===== config.mk =====
export PLATFORM = sky130hd
export DESIGN_NAME = servo_ramp
export DESIGN_NICKNAME = d
export VERILOG_FILES = /design/src/rtl/servo_ramp.sv
export SDC_FILE = /design/constraint.sdc
export NUM_CORES = 1
export LEC_CHECK = 0
export ABC_AREA = 1
export CORE_MARGIN = 10
export CORE_UTILIZATION = 30
export CTS_CLUSTER_SIZE = 24
export DETAILED_ROUTE_END_ITERATION = 16
export GPL_ROUTABILITY_DRIVEN = 0
export PLACE_DENSITY_LB_ADDON = 0.3
export SYNTH_ARGS = -nofsm -noshare
export SYNTH_HDL_FRONTEND = slang
export SYNTH_SLANG_ARGS = --single-unit

===== constraint.sdc =====
create_clock -name clk -period 7.9 [get_ports clk]
set_input_delay 2.37 -clock clk [delete_from_list [all_inputs] [get_ports clk]]
set_output_delay 2.37 -clock clk [all_outputs]
set_load 0.05 [all_outputs]

===== src/rtl/servo_ramp.sv =====
// Servo setpoint stage: accepts clamped target pulse widths and slews the commanded
// width toward the target by a programmable step once per PWM frame.
module servo_ramp #(
    parameter logic [31:0] PERIOD = 32'd2_000_000,
    parameter logic [31:0] D_MIN  = 32'd100_000,
    parameter logic [31:0] D_MAX  = 32'd200_000,
    parameter logic [31:0] D_INIT = 32'd150_000
) (
    input  logic        clk,
    input  logic        res,
    input  logic        en,
    input  logic [31:0] tgt,
    input  logic        tgt_valid,
    output logic        tgt_ready,
    input  logic [31:0] step,
    output logic [31:0] d,
    output logic [31:0] t,
    output logic        pwm_en,
    output logic        frame_tick,
    output logic        busy,
    output logic        done
);

    typedef enum logic {
        S_IDLE = 1'b0,
        S_RAMP = 1'b1
    } state_t;

    state_t      r_state;
    state_t      w_state_nxt;
    logic [31:0] r_cnt;
    logic [31:0] r_d;
    logic [31:0] r_tgt;
    logic        r_tick;
    logic        r_done;
    logic        r_pwm_en;
    logic [31:0] w_d_nxt;
    logic [31:0] w_tgt_nxt;
    logic        w_done_nxt;
    logic        w_xfer;
    logic        w_step_now;
    logic [31:0] w_clamped;
    logic [31:0] w_diff;

    assign w_xfer     = tgt_valid && (r_state == S_IDLE);
    // A disabled run freezes the ramp even if a tick is still showing.
    assign w_step_now = (r_state == S_RAMP) && r_tick && en;
    assign w_clamped  = (tgt < D_MIN) ? D_MIN : ((tgt > D_MAX) ? D_MAX : tgt);
    assign w_diff     = (r_tgt >= r_d) ? (r_tgt - r_d) : (r_d - r_tgt);

    always_ff @(posedge clk) begin
        if (!res) begin
            r_cnt    <= '0;
            r_tick   <= 1'b0;
            r_pwm_en <= 1'b0;
        end else begin
            r_pwm_en <= en;
            if (en) begin
                r_tick <= (r_cnt == PERIOD - 32'd1);
                r_cnt  <= (r_cnt == PERIOD - 32'd1) ? '0 : r_cnt + 32'd1;
            end else begin
                r_tick <= 1'b0;
            end
        end
    end

    always_ff @(posedge clk) begin
        if (!res) begin
            r_state <= S_IDLE;
            r_d     <= D_INIT;
            r_tgt   <= D_INIT;
            r_done  <= 1'b0;
        end else begin
            r_state <= w_state_nxt;
            r_d     <= w_d_nxt;
            r_tgt   <= w_tgt_nxt;
            r_done  <= w_done_nxt;
        end
    end

    always_comb begin
        // NOTE: every output of this block gets a default first so no path infers a latch.
        w_state_nxt = r_state;
        w_d_nxt     = r_d;
        w_tgt_nxt   = r_tgt;
        w_done_nxt  = 1'b0;
        unique case (r_state)
            S_IDLE: begin
                if (w_xfer) begin
                    w_tgt_nxt   = w_clamped;
                    w_state_nxt = S_RAMP;
                end
            end
            S_RAMP: begin
                if (w_step_now) begin
                    if ((step == 32'd0) || (w_diff <= step)) begin
                        w_d_nxt     = r_tgt;
                        w_state_nxt = S_IDLE;
                        w_done_nxt  = 1'b1;
                    end else if (r_tgt > r_d) begin
                        w_d_nxt = r_d + step;
                    end else begin
                        w_d_nxt = r_d - step;
                    end
                end
            end
            default: w_state_nxt = S_IDLE;
        endcase
    end

    assign tgt_ready  = (r_state == S_IDLE);
    assign busy       = (r_state == S_RAMP);
    assign d          = r_d;
    assign t          = PERIOD;
    assign pwm_en     = r_pwm_en;
    assign frame_tick = r_tick;
    assign done       = r_done;

endmodule

### After elaboration in Yosys (flattened, before gate mapping)

Cells that the tools add are included.

* add/subtract/negate cells: 5
* muxes and demuxes: 11
* bitwise logic cells: 1
* equality and inequality tests: 1
* magnitude comparators: 5
* reduce and logical (&&, ||, !) cells: 9

Operators by type and width (count)
* $mux 32: 6
* $sub 32x32->32: 3
* $add 32x1->32 const B: 1
* $add 32x32->32: 1
* $eq 32x21->1 const B: 1
* $ge 32x32->1: 1
* $gt 32x18->1 const B: 1
* $gt 32x32->1: 1
* $le 32x32->1: 1
* $logic_not 32->1: 1
* $lt 32x17->1 const B: 1
* $reduce_and 2->1: 3
* $mux 1: 4
* $logic_and 1x1->1: 3
* $reduce_and 3->1: 1
* $pmux 1 s2: 1
* $logic_or 1x1->1: 1
* $not 1->1: 1

* input port bits: 68
* flip-flop bits (word level): 100
* output and inout port bits: 69
* word-level logic and storage cells: 39

### Logic depth before layout (Yosys ltp)

* word-level depth: 7
* depth in mapped cells: 34
* depth with buffers taken out: 32

### Least setup slack after synthesis

Ideal clock, no wire load.

* path kind: input port to flip-flop
* from: input step[1]
* to: register r_d[29] (netlist: d[29])
* library setup time: 0.110 ns
* buffers on the path: 0
* data required time: 7.790 ns
* arrival: 4.881 ns
* cell stages on the path: 24
* slack: 2.909 ns
* path through: inv_1 -> ha_1 -> nand2_2 -> nor2_4 -> inv_2 -> nor2_4 -> nand2_1 -> nor2_1 -> nand3_1 -> nor2_1 -> a31oi_1 -> xor2_1 -> ha_1 -> nand2_1 -> nor2_1 -> inv_1 -> nor4_1 -> nand2_1 -> nand3_1 -> nand2_1 -> nand2_1 -> nand3_1 -> nand2_1 -> inv_1

* longest elaborated chain between the ends: 3
* elaborated cells on any way between the ends: 7
* those cells by class: 2 x add/sub; 1 x order compare; 2 x mux; 2 x reduce/logical

Ends and longest elaborated chain
* start, declared: line 15 `input logic [31:0] step,`
* $sub 32x32->32, or another cell as far along: line 103 `w_d_nxt = r_d - step;`
* $mux 32 / $logic_or 1x1->1 (equally long branches): line 100, 96
* $mux 32 *: line 96 `if ((step == 32'd0) || (w_diff <= step)) begin`
* end signal, assigned: line 75 `r_d <= w_d_nxt;`
* end, declared: line 32 `logic [31:0] r_d;`

Every way passes the cells marked *; elsewhere a longest branch is shown, timed or not.
A chain may end at the register's enable or synchronous reset.

### Worst setup path in the final report

* from: register r_d[1] (netlist: d[1])
* to: register r_d[1] (netlist: d[1])

* longest elaborated chain between the ends: 5
* elaborated cells on any way between the ends: 11
* those cells by class: 4 x add/sub; 3 x order compare; 3 x mux; 1 x reduce/logical

Ends and longest elaborated chain
* $sub 32x32->32 / $ge 32x32->1 (equally long branches): line 49 `assign w_diff = (r_tgt >= r_d) ? (r_tgt - r_d) : (r_d - r_tgt);`
* $mux 32: line 49
* $le 32x32->1: line 96
* $logic_or 1x1->1: line 96
* $mux 32 *: line 96

Marked as above.

==> out/qor.txt <==
Via/cell ratio -> 5.18
Outcome -> complete, no violations
Die Y -> 223 um
Routed via count -> 13588
Switching Share -> 46.3%
Pleak -> 6.91 nW
Slew @ Worst Pin -> 1.01 ns
Initial antenna violation count -> 1
Syn-to-layout area delta -> 13.8%
Post-route cell area -> 14100 um^2
DP Area -> 13800 um^2
Max-slew violations -> 0
Tcrit/Tclk final -> 75.6%
First-pass GRT wire length -> 73.1 mm
Clk buf depth -> 2
Comb pwr share -> 51.5%
Post-Syn Area -> 12400 um^2
Psw -> 0.960 mW
Reg-to-reg slack, setup -> 1.93 ns
Core ar. -> 40800 um^2
Crit path from -> d[1]
Pin count of the biggest net entering global routing -> 48
PortBufs -> 104
Number of global-route vias before repair -> 13078
RSZ-0062 raised after global routing -> no
Dominant cell type by area after synthesis -> dfxtp_1
Hold buffer count at CTS -> 0
Reg-to-Reg Start -> d[1]
DR iter-0 viols -> 1281
Critical path's top delay family -> simple AND/OR/NAND/NOR gates
WL/cell -> 18.2 um
Worst EP arrival -> 6.30 ns
Detailed Route WL -> 47.9 mm
CP max-delay cell -> nor2_4
1st-pass router iterations -> 5
Int Pwr -> 1.11 mW
Skew final -> 0.0256 ns
Post-route antenna net violation count -> 0
Row Count -> 74
Initial Util -> 30.4%
Distinct cells, synth -> 63
Die W -> 223 um
Post-synth EDFFs -> 0
Capturing point of the worst reg2reg path -> d[1]
Rel. slew slack -> 32.6%
Critical Path Most Common Cell -> nand2_1
Worst EP required -> 8.23 ns
Area of the multi-input gates -> 8960 um^2
Ranking of synthesized cells by area -> dfxtp_1 (16%), nand2_1 (14%), ha_1 (13%)
Area of the die -> 49900 um^2
GRT Residual Overflow -> 0
Post-synth ARST share -> 0%
Final setup viols -> 0
Worst Setup End Kind -> flop
Worst Setup EP -> d[1]
Hold Path Class -> flop to flop
Fin Setup TNS -> 0 ns
Pwr dens -> 147 nW/um^2
CTS-repair resized insts -> 0
Post-synth top flop -> dfxtp_1
Worst slack at placement -> 1.77 ns
Max cap viols -> 0
Mean Syn Cell Area -> 6.19 um^2
#FFs+latches synth -> 100
Crit path time final -> 5.97 ns
Nets -> 2285
CP Launch Type -> flop
Storage element area -> 2000 um^2
GR peak layer -> met2
Hold path start -> r_tgt[31]
Count of warnings emitted by yosys -> 0
Worst path depth -> 28
Total track usage -> 18.5%
Fillers -> 4468
Mapped Cells -> 2005
GR Layer Usage met2 -> 31.1%
H-tree Lvls -> 3
Clk Latency, worst-skew pair -> 0.40 ns
Synth top area share -> 16.1%
Sequential area share after synthesis -> 16.1%
Placed instance count -> 2607
Inserted Clock Buffers -> 9
Crit path buf inv count -> 4
Clock Pin Slew Worst Setup and Hold Paths -> 0.08 ns
Ports -> 137
DRC viols -> 0
Final std cells w/o fill -> 2624
CP max stage delay -> 0.65 ns
Final WS setup -> 1.93 ns
Post-DP HPWL -> 39.3 mm
GR Util met1 -> 23.1%
Max Freq -> 167 MHz
Peak VDD IR -> 120 uV
Sequential share of power -> 24.9%
Share of cells above drive strength 1 -> 4.30%
Clock tree sinks -> 100
Setup CP Type -> flop to flop
Met3 usage -> 2.75%
CTS tree -> done
Worst reg2reg path depth -> 28
Clock share of power -> 23.6%
Worst-path fanout max -> 35
Post-CTS Setup Bufs -> 0
Clock root cell -> clkbuf_16
Final hold viol count -> 0
## cell usage after synthesis (10+ instances only)
cell type / n
nor3_1: 55
o21ai_0: 90
inv_1: 286
xor2_1: 89
buf_4: 35
dfxtp_1: 100
o21bai_1: 15
nand2_1: 460
xnor2_1: 16
o211ai_1: 21
a21oi_1: 182
nand3_1: 99
nand4_1: 21
nand2_2: 15
inv_2: 11
a21o_1: 13
nor4_1: 17
clkbuf_1: 17
buf_2: 10
o21ai_1: 13
nor2_1: 202
ha_1: 128
## flip-flops by register name, summed over array words and instances (netlist names)
| signal | count |
|---|---|
| d | 32 |
| r_cnt | 32 |
| r_tgt | 32 |
| busy | 1 |
| done | 1 |
| frame_tick | 1 |
| pwm_en | 1 |
## layer usage
layer	vias up	wire length [um]
met5	-	0
met4	0	1780
met3	105	3370
met2	549	22400
met1	6307	20300
li1	6627	-
## cells by family (layout without fill, tap and decap cells)
kind of cell    after synthesis  count (layout)  share of synthesized area [%]
simple gates                922             922                           33.0
flops                       100             100                           16.1
compound gates              375             375                           17.2
buf+inv                     367             423                           12.6
other cells                   2              33                         0.0605
mux                           3               3                          0.242
fa+ha+maj                   131             131                           13.4
xor+xnor                    105             105                           7.41
## through the flow
step	power (mW)	hold slack, ns	utilization (%)
3_3_place_gp	1.56	0.461	33.8
4_1_cts	2.06	0.480	34.6
2_1_floorplan	1.30	0.442	-
3_5_place_dp	1.57	0.467	33.8
6_report	2.07	0.478	34.6
5_1_grt	2.21	0.499	34.6
## how the worst min path moves through the flow
stage                end  slack, ns  depth (start not counted)
2_1_floorplan  r_tgt[31]       0.44                          2
3_3_place_gp   r_tgt[31]       0.46                          2
3_5_place_dp   r_tgt[31]       0.47                          2
4_1_cts        r_tgt[31]       0.48                          2
5_1_grt        r_tgt[31]       0.50                          2
6_report       r_tgt[31]       0.48                          2
## power groups by stage
stage	combinational (mW)	sequential [mW]	clock [mW]
after detailed placement	1.04	0.528	0
after global routing	1.18	0.517	0.516
after floorplan	0.778	0.527	0
after global placement	1.03	0.528	0
after CTS	1.04	0.516	0.505
final	1.07	0.516	0.490
## area by class of cell
cell class	instances	share of cell area, %
inverters	299	7.96
repair buffers	108	7.58
clock buffers	12	1.74
well taps	532	4.71
diodes	1	0.0177
flip-flops and latches	100	14.2
clock inverters	4	0.399
multi-input cells	1568	63.4
## tightest hold or removal path: stages, from the launching register on
cell and delay, ns:
dfxtp_1 0.32, inv_1 0.07, nor3_1 0.05
## layout by cell type, fill, tap and decap left out, types with 5 or more instances in the layout
cell	instances
nand2_1	460
inv_1	286
nor2_1	201
a21oi_1	182
ha_1	128
clkdlybuf4s50_1	104
dfxtp_1	100
nand3_1	99
o21ai_0	90
xor2_1	89
nor3_1	55
conb_1	32
nand4_1	21
o211ai_1	21
nor4_1	17
xnor2_1	16
nand2_2	15
o21bai_1	15
a21o_1	13
o21ai_1	13
inv_2	11
clkbuf_16	9
nor2_2	8
nor2_4	7
nand2_4	7
a31oi_1	6
a22oi_1	6
nand3b_1	5
o21a_1	5
Power figures use the tool's default switching activity.
